### config.mk
export PLATFORM = sky130hd
export DESIGN_NAME = user_io_event_queue
export DESIGN_NICKNAME = d
export VERILOG_FILES = /design/src/rtl/user_io_pkg.sv /design/src/rtl/event_fifo.sv /design/src/rtl/user_io_event_queue.sv
export SDC_FILE = /design/constraint.sdc
export NUM_CORES = 1
export LEC_CHECK = 0
export CAP_MARGIN = 20
export CELL_PAD_IN_SITES_DETAIL_PLACEMENT = 2
export CELL_PAD_IN_SITES_GLOBAL_PLACEMENT = 2
export CORE_ASPECT_RATIO = 0.7
export CORE_MARGIN = 10
export CORE_UTILIZATION = 48
export DETAILED_ROUTE_END_ITERATION = 10
export PLACE_DENSITY = 0.89
export RECOVER_POWER = 25
export SLEW_MARGIN = 20
export SYNTH_ARGS = -nofsm -noshare
export SYNTH_HDL_FRONTEND = slang
export SYNTH_SLANG_ARGS = --single-unit
### constraint.sdc
create_clock -name i_clk -period 12.5 [get_ports i_clk]
set_input_delay 2.5 -clock i_clk [delete_from_list [all_inputs] [get_ports i_clk]]
set_output_delay 2.5 -clock i_clk [all_outputs]
set_load 0.005 [all_outputs]
### src/rtl/user_io_pkg.sv
// Shared definitions for the user I/O status path: bit map, event field layout, event width.
package user_io_pkg;
  localparam int NUM_STATUS_BITS = 10;

  localparam int MASK_LSB  = 0;
  localparam int STATE_LSB = 10;
  localparam int TS_LSB    = 20;

  localparam int BTN0  = 0;
  localparam int BTN1  = 1;
  localparam int BTN2  = 2;
  localparam int BTN3  = 3;
  localparam int BTN4  = 4;
  localparam int BTN5  = 5;
  localparam int LINK0 = 6;
  localparam int LINK1 = 7;
  localparam int LINK2 = 8;
  localparam int LINK3 = 9;

  function automatic int event_width(input int ts_width);
    return ts_width + 2 * NUM_STATUS_BITS;
  endfunction
endpackage

### src/rtl/event_fifo.sv
// First-word-fall-through FIFO with wrap-bit pointers; a push into a full FIFO is only taken alongside a pop.
module event_fifo #(
  parameter int WIDTH = 36,
  parameter int DEPTH = 8
) (
  input  logic                     clk,
  input  logic                     rst_n,
  input  logic                     push,
  input  logic [WIDTH-1:0]         wdata,
  input  logic                     pop,
  output logic [WIDTH-1:0]         rdata,
  output logic                     full,
  output logic                     empty,
  output logic [$clog2(DEPTH):0]   count
);
  localparam int AW = $clog2(DEPTH);
  localparam int PW = AW + 1;

  logic [WIDTH-1:0] mem_q [DEPTH];
  logic [PW-1:0]    wr_ptr_q, wr_ptr_d, rd_ptr_q, rd_ptr_d;
  logic             do_push, do_pop;

  assign empty   = (wr_ptr_q == rd_ptr_q);
  assign full    = (wr_ptr_q[AW] != rd_ptr_q[AW]) && (wr_ptr_q[AW-1:0] == rd_ptr_q[AW-1:0]);
  assign count   = wr_ptr_q - rd_ptr_q;
  assign do_pop  = pop && !empty;
  assign do_push = push && (!full || do_pop);
  assign rdata   = empty ? '0 : mem_q[rd_ptr_q[AW-1:0]];

  always_comb begin
    wr_ptr_d = wr_ptr_q + PW'(do_push);
    rd_ptr_d = rd_ptr_q + PW'(do_pop);
  end

  always_ff @(posedge clk or negedge rst_n) begin
    if (!rst_n) begin
      wr_ptr_q <= '0;
      rd_ptr_q <= '0;
    end else begin
      wr_ptr_q <= wr_ptr_d;
      rd_ptr_q <= rd_ptr_d;
    end
  end

  // When full with a pop, the write slot is the head being read out this cycle.
  always_ff @(posedge clk) begin
    if (do_push) mem_q[wr_ptr_q[AW-1:0]] <= wdata;
  end
endmodule

### src/rtl/user_io_event_queue.sv
// Debounces the 10 poller status bits and queues timestamped change events for the host.
module user_io_event_queue
  import user_io_pkg::*;
#(
  parameter int CLK_RATE_HZ = 16_000_000,
  parameter int DEBOUNCE_MS = 10,
  parameter int FIFO_DEPTH  = 8,
  parameter int TS_WIDTH    = 16
) (
  input  logic                                i_clk,
  input  logic                                i_reset_n,
  input  logic [5:0]                          i_button,
  input  logic [3:0]                          i_link_pow,
  output logic [NUM_STATUS_BITS-1:0]          o_stable,
  output logic [TS_WIDTH+2*NUM_STATUS_BITS-1:0] o_event_data,
  output logic                                o_event_valid,
  input  logic                                i_event_ready,
  output logic [$clog2(FIFO_DEPTH):0]         o_count,
  output logic                                o_overflow,
  input  logic                                i_clear_overflow
);
  localparam int N        = NUM_STATUS_BITS;
  localparam int EW       = event_width(TS_WIDTH);
  localparam int TICK_DIV = CLK_RATE_HZ / 1000;
  localparam int PW       = (TICK_DIV > 1) ? $clog2(TICK_DIV) : 1;

  logic [1:0]          rst_sync_q;
  logic                rst_n;
  logic [PW-1:0]       presc_q, presc_d;
  logic                tick;
  logic [TS_WIDTH-1:0] ts_q, ts_d;
  logic [N-1:0]        raw;
  logic [N-1:0]        stable_q, stable_d, prev_q, mask;
  logic [N-1:0][7:0]   db_cnt_q, db_cnt_d;
  logic                evt_req_q, evt_req_d;
  logic [EW-1:0]       evt_data_q, evt_data_d;
  logic                ovf_q, ovf_d;
  logic                fifo_full, fifo_empty, drop;

  // Assert asynchronously, release two clocks after i_reset_n rises.
  always_ff @(posedge i_clk or negedge i_reset_n) begin
    if (!i_reset_n) rst_sync_q <= '0;
    else            rst_sync_q <= {rst_sync_q[0], 1'b1};
  end
  assign rst_n = rst_sync_q[1];

  always_comb begin
    raw = '0;
    raw[BTN0 +: 6]  = i_button;
    raw[LINK0 +: 4] = i_link_pow;
  end

  assign tick = (presc_q == PW'(TICK_DIV - 1));

  always_comb begin
    presc_d = tick ? '0 : presc_q + PW'(1);
    ts_d    = tick ? ts_q + TS_WIDTH'(1) : ts_q;
  end

  always_comb begin
    stable_d = stable_q;
    db_cnt_d = db_cnt_q;
    for (int i = 0; i < N; i++) begin
      if (raw[i] == stable_q[i]) begin
        db_cnt_d[i] = '0;
      end else if (tick) begin
        if (db_cnt_q[i] == 8'(DEBOUNCE_MS - 1)) begin
          stable_d[i] = raw[i];
          db_cnt_d[i] = '0;
        end else begin
          db_cnt_d[i] = db_cnt_q[i] + 8'd1;
        end
      end
    end
  end

  assign mask = stable_q ^ prev_q;

  always_comb begin
    evt_req_d                     = |mask;
    evt_data_d                    = '0;
    evt_data_d[MASK_LSB +: N]     = mask;
    evt_data_d[STATE_LSB +: N]    = stable_q;
    evt_data_d[TS_LSB +: TS_WIDTH] = ts_q;
  end

  // A full FIFO always has a head, so only a missing ready loses the event.
  assign drop = evt_req_q && fifo_full && !i_event_ready;

  always_comb begin
    ovf_d = ovf_q;
    if (drop)                  ovf_d = 1'b1;
    else if (i_clear_overflow) ovf_d = 1'b0;
  end

  always_ff @(posedge i_clk or negedge rst_n) begin
    if (!rst_n) begin
      presc_q    <= '0;
      ts_q       <= '0;
      stable_q   <= '0;
      prev_q     <= '0;
      db_cnt_q   <= '0;
      evt_req_q  <= 1'b0;
      evt_data_q <= '0;
      ovf_q      <= 1'b0;
    end else begin
      presc_q    <= presc_d;
      ts_q       <= ts_d;
      stable_q   <= stable_d;
      prev_q     <= stable_q;
      db_cnt_q   <= db_cnt_d;
      evt_req_q  <= evt_req_d;
      evt_data_q <= evt_data_d;
      ovf_q      <= ovf_d;
    end
  end

  event_fifo #(
    .WIDTH (EW),
    .DEPTH (FIFO_DEPTH)
  ) u_fifo (
    .clk   (i_clk),
    .rst_n (rst_n),
    .push  (evt_req_q),
    .wdata (evt_data_q),
    .pop   (i_event_ready),
    .rdata (o_event_data),
    .full  (fifo_full),
    .empty (fifo_empty),
    .count (o_count)
  );

  assign o_stable      = stable_q;
  assign o_event_valid = !fifo_empty;
  assign o_overflow    = ovf_q;
endmodule

==> flow_summary.toml, run 1 <==
[placed_design]
globalplace.congestion = 0.7875
io_buffers = 65
post-dp-hpwl_um = 37470

[power_and_ir_drop]
p_sw_share_pct = 34.99
clkPwrFrac_pct = 30.2
power_density_nw_per_um2 = 235.8
p_comb_share_pct = 29.3
peakVddDrop_v = 0.0001263
power_frac_seq_pct = 40.5
p_leak_nw = 7.855
cellInternalPower_mw = 3.349
p_switching_mw = 1.803

[cells_and_area]
ff_latch_area_um2 = 12860
multi_input_area_um2 = 5883
layout-drive-gt1-share_pct = 13.06
nets = 1417
areaGrowthSynthToFinish_pct = 15.11
nFillCells = 3392

[setup_path]
critPathRequiredTime_ns = 10.00
crit_fanout = 40
worst_ep_arrival_time_ns = 4.09
cp-end-kind = "primary output"
crit_type = "register to primary output"
startpoint_type = "register"

[clock_tree]
cts_resized = 0
clkTransAtPathRegs_ns = 0.08
clk_path_buf_depth = 3
root_buffer = "clkbuf_16"
post_cts_buffers = 0
cts_buffers = 44
cts_tree = "yes"
clk_latency_ns = 0.60
cts.sinks = 456
ctsHoldBuffers = 0
htreeDepth = 2

[yosys]
ys_top_cells_by_count = "288 x edfxtp_1, 168 x dfrtp_1, 165 x nand2_1"
yosysUniqueCellTypes = 54
synth_top_area_share_pct = 45.55
mappedNetlistNets = 1340
yosysMostFrequentCell = "edfxtp_1"
synth.largest_area_cell = "edfxtp_1"
synth-seq-cells = 456
synthCells = 1296
syn_avg_cell_area_um2 = 14.65
synth_area_um2 = 18980
synth_area_leaders = "edfxtp_1 46%, dfrtp_1 22%, mux4_2 8.5%"
synth-seq-area-share_pct = 67.70
async_flop_share_pct = 36.84
ys.flop_type = "edfxtp_1"
yosys_warnings = 0
synth_edf_count = 288

[die]
io_pins = 66
core_um2 = 38740
initial_core_util_pct = 49.01
fp.dieH_um = 186.4
fp.dieW_um = 257.7
die-area_um2 = 48030
rows = 60

[timing]
setup_viol = 0
timing.hold.ws_ns = 0.3528
slew_headroom_pct = -16.68
tns_ns = 0
rsz0062_at_grt = "no"
max_freq_mhz = 151.9
skew_ns = 0.03161
layout_min_cycle_time_ns = 6.585
worstMarginPinSlew_ns = 1.750
slew_violations = 43
fin_crit_sh_pct = 52.68
hold_viol_final = 0

[global_routing]
grt_usage_pct = 29.37
grt_antenna_before_repair = 6
grt_max_degree = 78
grt_pass1_wl_um = 105500
grt_overflow = 0
grt_pass1_vias = 13919

[run_status]
violations = "capacitance limit, slew limit"
status = "complete, but fails checks"

[drt]
wirelength_um = 77350
avgViaCountPerCell = 7.012
dr.pass1.iters = 5
drcViolationCount = 0
vias = 13583
wl_per_cell_um = 39.93
drt_iter0_markers = 2012
ant_nets = 0

[job]
maxCapViolations = 1

[min_path]
hold_path.class = "register to register"
area by class of cell:
type                            count  area share [%]
Timing Repair Buffer               81           3.619
Clock buffer                       62           5.777
Tap cell                          527           3.017
Multi-Input combinational cell    764           26.92
Clock inverter                     20           1.357
Antenna cell                        1         0.01145
Sequential cell                   456           58.85
Inverter                           26          0.4466
logic make-up after synthesis:
kind of cell             synth area share (%)
adder cells (fa/ha/maj)                 2.017
multiplexers                            9.181
AND/OR/NAND/NOR                         11.13
other                                 0.01975
XOR/XNOR                                2.768
AO/OA/AOI/OAI                           5.536
flip-flops                              67.70
buffers and inverters                   1.648
registers in the layout, summed over array words and instances (netlist names), 2 cells and up:
register / count
ts_q: 16
rst_sync_q: 2
db_cnt_q: 80
o_stable: 10
u_fifo.mem_q: 288
evt_data_q: 36
u_fifo.wr_ptr_q: 4
u_fifo.rd_ptr_q: 4
presc_q: 14
critical path, cell delays in order, from the launching register on:
cell             delay, ns
dfrtp_4               0.99
buf_4                 0.74
mux4_2                0.41
nand2_1               0.10
a21oi_1               0.54
clkdlybuf4s50_1       0.68
power by group through the flow:
stage          sequential (mW)  clock (mW)  combinational (mW)
2_1_floorplan             1.95           0               0.720
3_3_place_gp              2.01           0                1.24
3_5_place_dp              2.06           0                1.38
4_1_cts                   2.07        1.53                1.46
5_1_grt                   2.10        1.62                1.55
6_report                  2.09        1.56                1.51
path summary, 6_finish.rpt:
path	from	to	slack, ns	cells after the start
max in group asynchronous	rst_sync_q[1]$_DFF_PN0_	u_fifo.rd_ptr_q[1]$_DFF_PN0_	8.93	2
min	rst_sync_q[0]$_DFF_PN0_	rst_sync_q[1]$_DFF_PN0_	0.35	0
min reg2reg	rst_sync_q[0]$_DFF_PN0_	rst_sync_q[1]$_DFF_PN0_	0.35	0
min in group asynchronous	rst_sync_q[1]$_DFF_PN0_	db_cnt_q[62]$_DFFE_PN0P_	0.73	0
max	u_fifo.rd_ptr_q[0]$_DFF_PN0_	o_event_data[20]	5.91	5
max reg2reg	u_fifo.rd_ptr_q[2]$_DFF_PN0_	u_fifo.mem_q[1][11]$_DFFE_PP_	8.69	7
stage by stage:
| stage | power [mW] | setup slack [ns] | area (um2) | util (%) | instances |
|---|---|---|---|---|---|
| CTS | 5.059 | 5.930 | 21850 | 56.41 | 1936 |
| detailed placement | 3.441 | 6.563 | 20290 | 52.39 | 1854 |
| global route | 5.264 | 5.715 | 21850 | 56.41 | 1937 |
| global placement | 3.245 | 6.635 | 20270 | 52.32 | 1853 |
| floorplan | 2.668 | 6.787 | 18980 | - | 1296 |
| finish | 5.152 | 5.915 | 21850 | 56.41 | 1937 |
placed cells by master, fill, tap and decap left out, drive strengths merged, types with 3 or more instances in the layout:
cell and count:
xnor2 31, ha 29, nand3b 8, nor2 40, nand3 48, nor4 7
nand4 22, clkinv 10, and4 12, o22ai 17, nor3b 5, mux2 9
inv 28, xor2 29, bufinv 6, mux4 72, nor4bb 7, or4 14
o21ai 34, a21oi 91, o211ai 4, nor4b 3, buf 16, nand4b 5
and2 7, nor3 17, dfrtp 168, and3 15, or3 29, clkbuf 62
edfxtp 288, a32o 10, clkdlybuf4s50 65, nand2 165, o31ai 11
per-layer routing:
layer	track usage (%)	share of wire [%]	vias up
li1	-	-	5090
met1	38.34	37	7169
met2	48.95	49	1079
met3	5.359	9.8	245
met4	9.569	4.7	0
met5	0	0	-
No activity file was read; power rests on OpenSTA's default activity.
==> run 2, diff against run 1 <==
--- a/config.mk
+++ b/config.mk
@@ -10,9 +10,9 @@
 export CELL_PAD_IN_SITES_GLOBAL_PLACEMENT = 2
 export CORE_ASPECT_RATIO = 0.7
 export CORE_MARGIN = 10
-export CORE_UTILIZATION = 48
+export CORE_UTILIZATION = 40
 export DETAILED_ROUTE_END_ITERATION = 10
-export PLACE_DENSITY = 0.89
+export PLACE_DENSITY = 0.8
 export RECOVER_POWER = 25
 export SLEW_MARGIN = 20
 export SYNTH_ARGS = -nofsm -noshare
==> constraint.sdc (replaced) <==
create_clock -name i_clk -period 5.4 [get_ports i_clk]
set_input_delay 1.08 -clock i_clk [delete_from_list [all_inputs] [get_ports i_clk]]
set_output_delay 1.08 -clock i_clk [all_outputs]
set_load 0.005 [all_outputs]
==> run 2 against run 1 <==
The flow now finishes without violations. Die area rose by 18%. Register-to-register slack got worse by 6.7 ns. Via count fell by 13%. Cell count rose by 4.7%. Flip-flop and latch count did not move. Clock power rose by 110%. Combinational power rose by 110%. Utilization fell by 9.4 points. Non-clock buffer count rose by 4. Critical path depth did not move. Critical endpoint is now o_event_data[17]. Routed wire length fell by 29%. Cell area rose by 0.30%.
==> flow_summary.toml, run 2 (synthesis results as in run 1) <==
[die]
fp.dieW_um = 280.4
core_um2 = 46660
initial_core_util_pct = 40.69
die-area_um2 = 56710
rows = 66
io_pins = 66
fp.dieH_um = 202.3

[run_status]
status = "completed"

[cells_and_area]
design_area_um2 = 21920
largest_reg_flops = 288
ff_latch_area_um2 = 12860
multi_input_area_um2 = 5883
nFillCells = 4397
layout.cells.non_filler = 2028
layout-drive-gt1-share_pct = 13.35
mostFrequentLayoutCells = "288 x edfxtp_1, 165 x nand2_1, 165 x dfrtp_1, 91 x a21oi_1, 72 x mux4_2"
areaGrowthSynthToFinish_pct = 15.45
antenna_cells = 0
utilization_pct = 46.98
final_common_cell = "edfxtp_1"
nets = 1423

[clock_tree]
root_buffer = "clkbuf_16"
clk_path_buf_depth = 3
cts.sinks = 456
cts_buffers = 46
post_cts_buffers = 0
ctsHoldBuffers = 0
cts_tree = "yes"
clkTransAtPathRegs_ns = 0.06
clk_latency_ns = 0.59
cts_resized = 0
htreeDepth = 2

[setup_path]
reg2reg_depth = 7
rrSetupSlack_ns = 1.98
cp-end-kind = "primary output"
startpoint_type = "register"
crit_type = "register to primary output"
r2r-end = "u_fifo.mem_q[6][19]$_DFFE_PP_"
crit_fanout = 49
worst_ep_arrival_time_ns = 3.44
path_buf_inv = 2
slowest_stage = "dfrtp_4"
critPathRequiredTime_ns = 4.32
r2r_start = "u_fifo.rd_ptr_q[1]$_DFF_PN0_"
cp_cell_sequence = "buf_4 > mux4_2 > nand2_1 > a21oi_1 > clkdlybuf4s50_1"
cp_top_family = "buffers and inverters"
cpPeakStageDelay_ns = 0.70

[min_path]
hp-start = "rst_sync_q[0]$_DFF_PN0_"
hold_path.class = "register to register"
min_path_cells = 0
holdPathEnd = "rst_sync_q[1]$_DFF_PN0_"

[power_and_ir_drop]
peakVddDrop_v = 0.0003409
power_frac_seq_pct = 42.2
clkPwrFrac_pct = 29.2
finalPower_mw = 10.96
cellInternalPower_mw = 7.553
p_switching_mw = 3.406
power_density_nw_per_um2 = 500.0
p_comb_share_pct = 28.6
p_leak_nw = 7.843
p_sw_share_pct = 31.08

[drt]
drcViolationCount = 0
wl_per_cell_um = 27.18
vias = 11880
avgViaCountPerCell = 5.858
drt_iter0_markers = 1036
dr.pass1.iters = 5
ant_nets = 0
wirelength_um = 55130

[placed_design]
io_buffers = 65
dpl_cell_area_um2 = 20440
post-dp-hpwl_um = 34230
globalplace.congestion = 0.7721
pre_cts_slack_ns = 1.477
dp_cells = 1943

[timing]
skew_ns = 0.03814
fin_crit_sh_pct = 83.75
timing.hold.ws_ns = 0.3519
layout_min_cycle_time_ns = 4.522
slew_headroom_pct = 30.84
rsz0062_at_grt = "no"
worstMarginPinSlew_ns = 1.037
slew_violations = 0
setup_viol = 0
max_freq_mhz = 221.1
tns_ns = 0
hold_viol_final = 0
finalWorstSetupSlack_ns = 0.8776

[global_routing]
grt_pass1_wl_um = 85040
grt_antenna_before_repair = 0
grt_overflow = 0
grt_usage_pct = 19.35
grt_max_degree = 167
grt_pass1_vias = 13118

[job]
maxCapViolations = 0
run 2: cell types whose count changed in the layout (fill, tap and decap cells not counted), moves of 2 or more:
cell	before	now
clkbuf_8	3	7
clkinv_1	0	2
clkinv_4	3	0
buf_12	0	2
buf_4	15	18
inv_16	2	0
bufinv_16	6	2
clkinv_2	7	9
run 2: per-layer routing:
metal	routed length (um)	vias up	track usage, %
met5	0	-	0
met3	2280	68	3.234
li1	-	5109	-
met1	24160	6434	25.82
met4	869	0	4.177
met2	27820	269	32.76
run 2: final cells by class:
cell class	count	area share [%]
Clock buffer	66	5.914
Inverter	26	0.4453
Sequential cell	456	58.69
Timing Repair Buffer	85	3.768
Tap cell	612	3.494
Multi-Input combinational cell	764	26.84
Clock inverter	19	0.8449
run 2: how the worst max path moves through the flow:
stage	to	cells past startpoint	from	slack [ns]
global placement	o_event_data[17]	5	u_fifo.rd_ptr_q[1]$_DFF_PN0_	1.56
global route	o_event_data[8]	7	u_fifo.rd_ptr_q[1]$_DFF_PN0_	0.74
detailed placement	o_event_data[8]	7	u_fifo.rd_ptr_q[1]$_DFF_PN0_	1.48
CTS	o_event_data[17]	5	u_fifo.rd_ptr_q[1]$_DFF_PN0_	0.86
floorplan	db_cnt_q[0]$_DFFE_PN0P_	0	rst_sync_q[1]$_DFF_PN0_	0.37
finish	o_event_data[17]	5	u_fifo.rd_ptr_q[1]$_DFF_PN0_	0.88
run 2: power groups by stage:
stage / registers [mW] / clock network, mW / logic (mW)
detailed placement: 4.69 / 0 / 3.17
global route: 4.67 / 3.41 / 3.36
floorplan: 4.51 / 0 / 1.67
finish: 4.62 / 3.20 / 3.14
CTS: 4.63 / 3.26 / 3.20
global placement: 4.60 / 0 / 3.02
